[config.mk]
export PLATFORM = sky130hd
export DESIGN_NAME = jtag_mode_scheduler
export DESIGN_NICKNAME = d
export VERILOG_FILES = /design/src/rtl/jtag_mode_scheduler.sv
export SDC_FILE = /design/constraint.sdc
export NUM_CORES = 1
export LEC_CHECK = 0
export ABC_AREA = 1
export CAP_MARGIN = 20
export CORE_UTILIZATION = 54
export CTS_CLUSTER_DIAMETER = 150
export CTS_CLUSTER_SIZE = 40
export DETAILED_ROUTE_END_ITERATION = 16
export DONT_BUFFER_PORTS = 1
export HOLD_SLACK_MARGIN = 0.15
export PLACE_DENSITY = 0.83
export SLEW_MARGIN = 20
export SYNTH_ARGS = -nofsm -noshare
export SYNTH_HDL_FRONTEND = slang
export SYNTH_SLANG_ARGS = --single-unit
[constraint.sdc]
create_clock -name clk -period 1.2 [get_ports clk]
set_input_delay 0.24 -clock clk [delete_from_list [all_inputs] [get_ports clk]]
set_output_delay 0.24 -clock clk [all_outputs]
set_load 0.02 [all_outputs]
[src/rtl/jtag_mode_scheduler.sv]
// Round-robin arbiter that sequences JTAG/PLD I/O mux mode changes for the host
// and trigger requesters, bracketing each switch with hold and guard windows.
module jtag_mode_scheduler #(
   parameter int HOLD_CYCLES  = 4,
   parameter int GUARD_CYCLES = 2,
   parameter int TIMEOUT      = 16,
   parameter int CNT_W        = 8
) (
   input  logic       clk,
   input  logic       reset,
   input  logic       host_req,
   input  logic [1:0] host_mode,
   input  logic       trig_req,
   input  logic [1:0] trig_mode,
   input  logic       mode_reset,
   output logic       mode_select,
   output logic [1:0] mode_input,
   output logic       host_ack,
   output logic       trig_ack,
   output logic       err,
   output logic       busy,
   output logic       grant_id
);

   typedef enum logic [2:0] {
      S_IDLE,
      S_ASSERT,
      S_HOLD,
      S_RELEASE,
      S_ACK
   } state_t;

   localparam logic [CNT_W-1:0] HOLD_LAST  = CNT_W'(HOLD_CYCLES - 1);
   localparam logic [CNT_W-1:0] GUARD_LAST = CNT_W'(GUARD_CYCLES - 1);
   localparam logic [CNT_W-1:0] TO_LAST    = CNT_W'(TIMEOUT - 1);

   state_t           state, state_n;
   logic [CNT_W-1:0] cnt, cnt_n;
   logic             to_flag, to_flag_n;
   logic             grant_n;
   logic [1:0]       mode_n;

   // grant_id doubles as the round-robin pointer: it always names the last grantee.
   always_comb begin
      state_n   = state;
      cnt_n     = cnt;
      to_flag_n = to_flag;
      grant_n   = grant_id;
      mode_n    = mode_input;
      case (state)
         S_IDLE: begin
            if (host_req || trig_req) begin
               grant_n = (host_req && trig_req) ? ~grant_id : trig_req;
               mode_n  = grant_n ? trig_mode : host_mode;
               cnt_n   = '0;
               state_n = S_ASSERT;
            end
         end
         S_ASSERT: begin
            if (mode_reset) begin
               cnt_n   = '0;
               state_n = S_HOLD;
            end else if (cnt == TO_LAST) begin
               to_flag_n = 1'b1;
               cnt_n     = '0;
               state_n   = S_RELEASE;
            end else begin
               cnt_n = cnt + 1'b1;
            end
         end
         S_HOLD: begin
            if (cnt == HOLD_LAST) begin
               cnt_n   = '0;
               state_n = S_RELEASE;
            end else begin
               cnt_n = cnt + 1'b1;
            end
         end
         S_RELEASE: begin
            if (cnt == GUARD_LAST) begin
               cnt_n   = '0;
               state_n = S_ACK;
            end else begin
               cnt_n = cnt + 1'b1;
            end
         end
         S_ACK: begin
            to_flag_n = 1'b0;
            state_n   = S_IDLE;
         end
         default: state_n = S_IDLE;
      endcase
   end

   always_ff @(posedge clk) begin
      if (reset) begin
         state       <= S_IDLE;
         cnt         <= '0;
         to_flag     <= 1'b0;
         grant_id    <= 1'b0;
         mode_input  <= 2'd0;
         mode_select <= 1'b0;
      end else begin
         state       <= state_n;
         cnt         <= cnt_n;
         to_flag     <= to_flag_n;
         grant_id    <= grant_n;
         mode_input  <= mode_n;
         // Registered from next state so select tracks ASSERT/HOLD exactly.
         mode_select <= (state_n == S_ASSERT) || (state_n == S_HOLD);
      end
   end

   assign host_ack = (state == S_ACK) && !grant_id;
   assign trig_ack = (state == S_ACK) && grant_id;
   assign err      = (state == S_ACK) && to_flag;
   assign busy     = (state != S_IDLE);

endmodule

==> out/summary.txt <==
Initial DRT Pass Iterations - 4
Kind of start point of the critical path - flop
Sequential power share - 43.7%
CP Class - reg -> reg
CTS tree - yes
Register-to-register setup slack - -0.19 ns
CP arrival - 1.59 ns
GR Overflow Total - 0
Via count - 1091
Critical Path Most Common Cell - nand2_1
Status - finished, violations left
# nets final - 185
Seq/Total Area, Yosys - 33.0%
Sw frac - 34.5%
Die area - 0.00197 sq mm
Inst Count DP - 182
R2R cell count - 8
I/O pin cnt - 17
Distinct cells, synth - 26
CTS root buf - clkbuf_4
Slowest-stage cell, CP - dfxtp_2
Hold Crit Endpoint - state[0]
Crit. End Element - flop
CTS Buf Count - 3
DIE WIDTH - 44.4 um
VDD IR max - 1.04 mV
CP peak stage delay - 0.36 ns
Clock Power Share - 25.9%
Worst setup margin - -0.186 ns
Final Max Tran Viols - 0
Htree depth - 1
Leak - 0.606 nW
Routed Wire Length - 2.84 mm
Die Y - 44.4 um
Max-capacitance violation count - 0
CTS Sinks - 16
DP HPWL - 1.66 mm
CP required - 1.41 ns
Final Critical Period - 1.39 ns
Hold Crit Depth - 3
WL per Instance - 14.4 um
RSZ-0062 raised after global routing - true
Drt drc - 0
GPL Wtd Cong - 0.855
Clock latency on the worst-skew pair - 0.29 ns
Net Switching - 0.500 mW
Vias in the first global route - 892
CP max FO - 7
Reg-to-reg endpoint - cnt[4]
Post-DRT Antenna Nets - 0
First-pass GRT wire length - 3.68 mm
Placed Area - 0.00115 sq mm
Final period util - 115%
Clock Pin Slew Worst Setup and Hold Paths - 0.11 ns
Max Fclk - 0.722 GHz
Final setup violation count - 14
Failing checks - negative setup slack
Core box area - 0.00159 sq mm
Least-Margin Pin Slew - 0.547 ns
Worst Hold Class - in -> reg
P&R area growth vs syn - 48.1%
Total GRT Usage - 25.8%
FP Rows - 14
Internal power - 0.947 mW
Final Skew - 0.00740 ns
P per Cell Area - 1010 mW/mm^2
Worst R2R Start - cnt[5]
Post-synth net total - 155
Fin cells - 198
Initial Util - 60.8%
Input/output buffers - 0
Fraction of layout instances using a drive strength above 1 - 48.6%
Synth Cell Area - 970 sq um
Syn_area_per_cell - 6.73 sq um
Largest net degree at the start of global routing - 12
Final hold viol count - 0
Finished Cell Area - 0.00144 sq mm
YS warnings - 0
First DRT Iteration DRCs - 50
Crit path cell chain - nor2_4 -> nand2_2 -> o21ai_4 -> nand3_4 -> nand2_1 -> nand2_1 -> nand2_1 -> inv_1
Combinational share of power - 30.4%
Slew margin rel. - 63.4%
Core Util, Final - 90.1%
Post-Syn Instances - 144
Longest Clk Path Bufs - 2
Setup WS pre-CTS - -0.134 ns
Via-per-instance ratio - 5.51
Synthesized flop and latch total - 16
Initial antenna violation count - 1
Hold Crit Start - reset
power groups by stage:
stage	clock (mW)	sequential, mW	combinational [mW]
final	0.375	0.632	0.440
after global routing	0.395	0.636	0.476
after CTS	0.382	0.634	0.363
after detailed placement	0	0.640	0.319
after global placement	0	0.639	0.305
after floorplan	0	0.639	0.219
area by class of cell:
type	instances	area [sq um]
fill	73	158
antenna	1	2.50
tap	24	30.0
clock buffer	4	36.3
inverter	24	92.6
multi-input combinational	102	712
timing repair buffer	27	224
sequential	16	339
worst max path at each step:
stage | start | endpoint | slack, ns | cells after the start
2_1_floorplan | state[0] | err | -0.03 | 5
3_3_place_gp | cnt[5] | cnt[4] | -0.09 | 8
3_5_place_dp | cnt[2] | cnt[7] | -0.13 | 7
4_1_cts | state[1] | host_ack | -0.23 | 5
5_1_grt | cnt[2] | cnt[7] | -0.25 | 8
6_report | cnt[5] | cnt[4] | -0.19 | 8
worst max-delay path, delay by kind of cell (launching register included):
family	cells	cell delay, ns
AO/OA/AOI/OAI	1	0.27
buffers and inverters	1	0.04
flip-flops	1	0.36
AND/OR/NAND/NOR	6	0.64
per-layer routing:
| layer | track usage [%] | part of all wire [%] | up-vias |
|---|---|---|---|
| met4 | 12.1 | 1.9 | 0 |
| met1 | 28.4 | 38 | 531 |
| met3 | 4.08 | 4.4 | 6 |
| met5 | 0 | 0 | - |
| met2 | 47.9 | 55 | 33 |
| li1 | - | - | 521 |
sequential cells by signal, summed over array words and instances (netlist names):
| register | count |
|---|---|
| mode_input | 2 |
| to_flag | 1 |
| grant_id | 1 |
| cnt | 8 |
| state | 3 |
| mode_select | 1 |
through the flow:
stage / setup TNS, ns / power (mW) / hold slack [ns]
finish: -1.88 / 1.45 / 0.167
detailed placement: -0.813 / 0.959 / 0.303
global route: -2.91 / 1.51 / 0.177
global placement: -0.463 / 0.944 / 0.302
CTS: -2.01 / 1.38 / 0.169
floorplan: -0.0918 / 0.857 / 0.381
cell families after synthesis:
family | count (synthesis) | share of synthesized area (%)
AO/OA/AOI/OAI | 25 | 16.0
flip-flops | 16 | 33.0
adder cells (fa/ha/maj) | 2 | 2.58
XOR/XNOR | 3 | 2.71
buffers and inverters | 26 | 10.8
AND/OR/NAND/NOR | 72 | 34.8
cell usage after synthesis (all sizes together):
library cell  count  area (sq um)
xnor2             1          8.76
nand3             7          47.6
ha                2          25.0
clkbuf            1          3.75
buf               1          11.3
nand4             4          25.0
a21oi            13          72.6
o21ai             8          55.1
inv              24          90.1
a31oi             2          12.5
dfxtp            16           320
o21a              1          7.51
o21bai            1          7.51
nor2             20          97.6
nand2            38           153
nor3              3          15.0
xor2              2          17.5
repair_timing:
| action | 4_1_cts | 5_1_grt |
|---|---|---|
| gates cloned | 0 | 0 |
| gates resized for setup | 16 | 28 |
| setup buffers | 5 | 2 |
| hold buffers | 4 | 0 |
| endpoints found under the setup margin | 16 | 19 |
| pin swaps | 5 | 16 |
| hold endpoints to repair | 13 | 0 |
cells in the final DEF, fill, tap and decap left out, drive strengths merged, types with 7 or more instances in the layout:
master   n
buf     23
nand2   38
a21oi   13
inv     24
o21ai    8
dfxtp   16
nand3    7
nor2    20
Note: power is estimated with default switching activity, not from simulation.
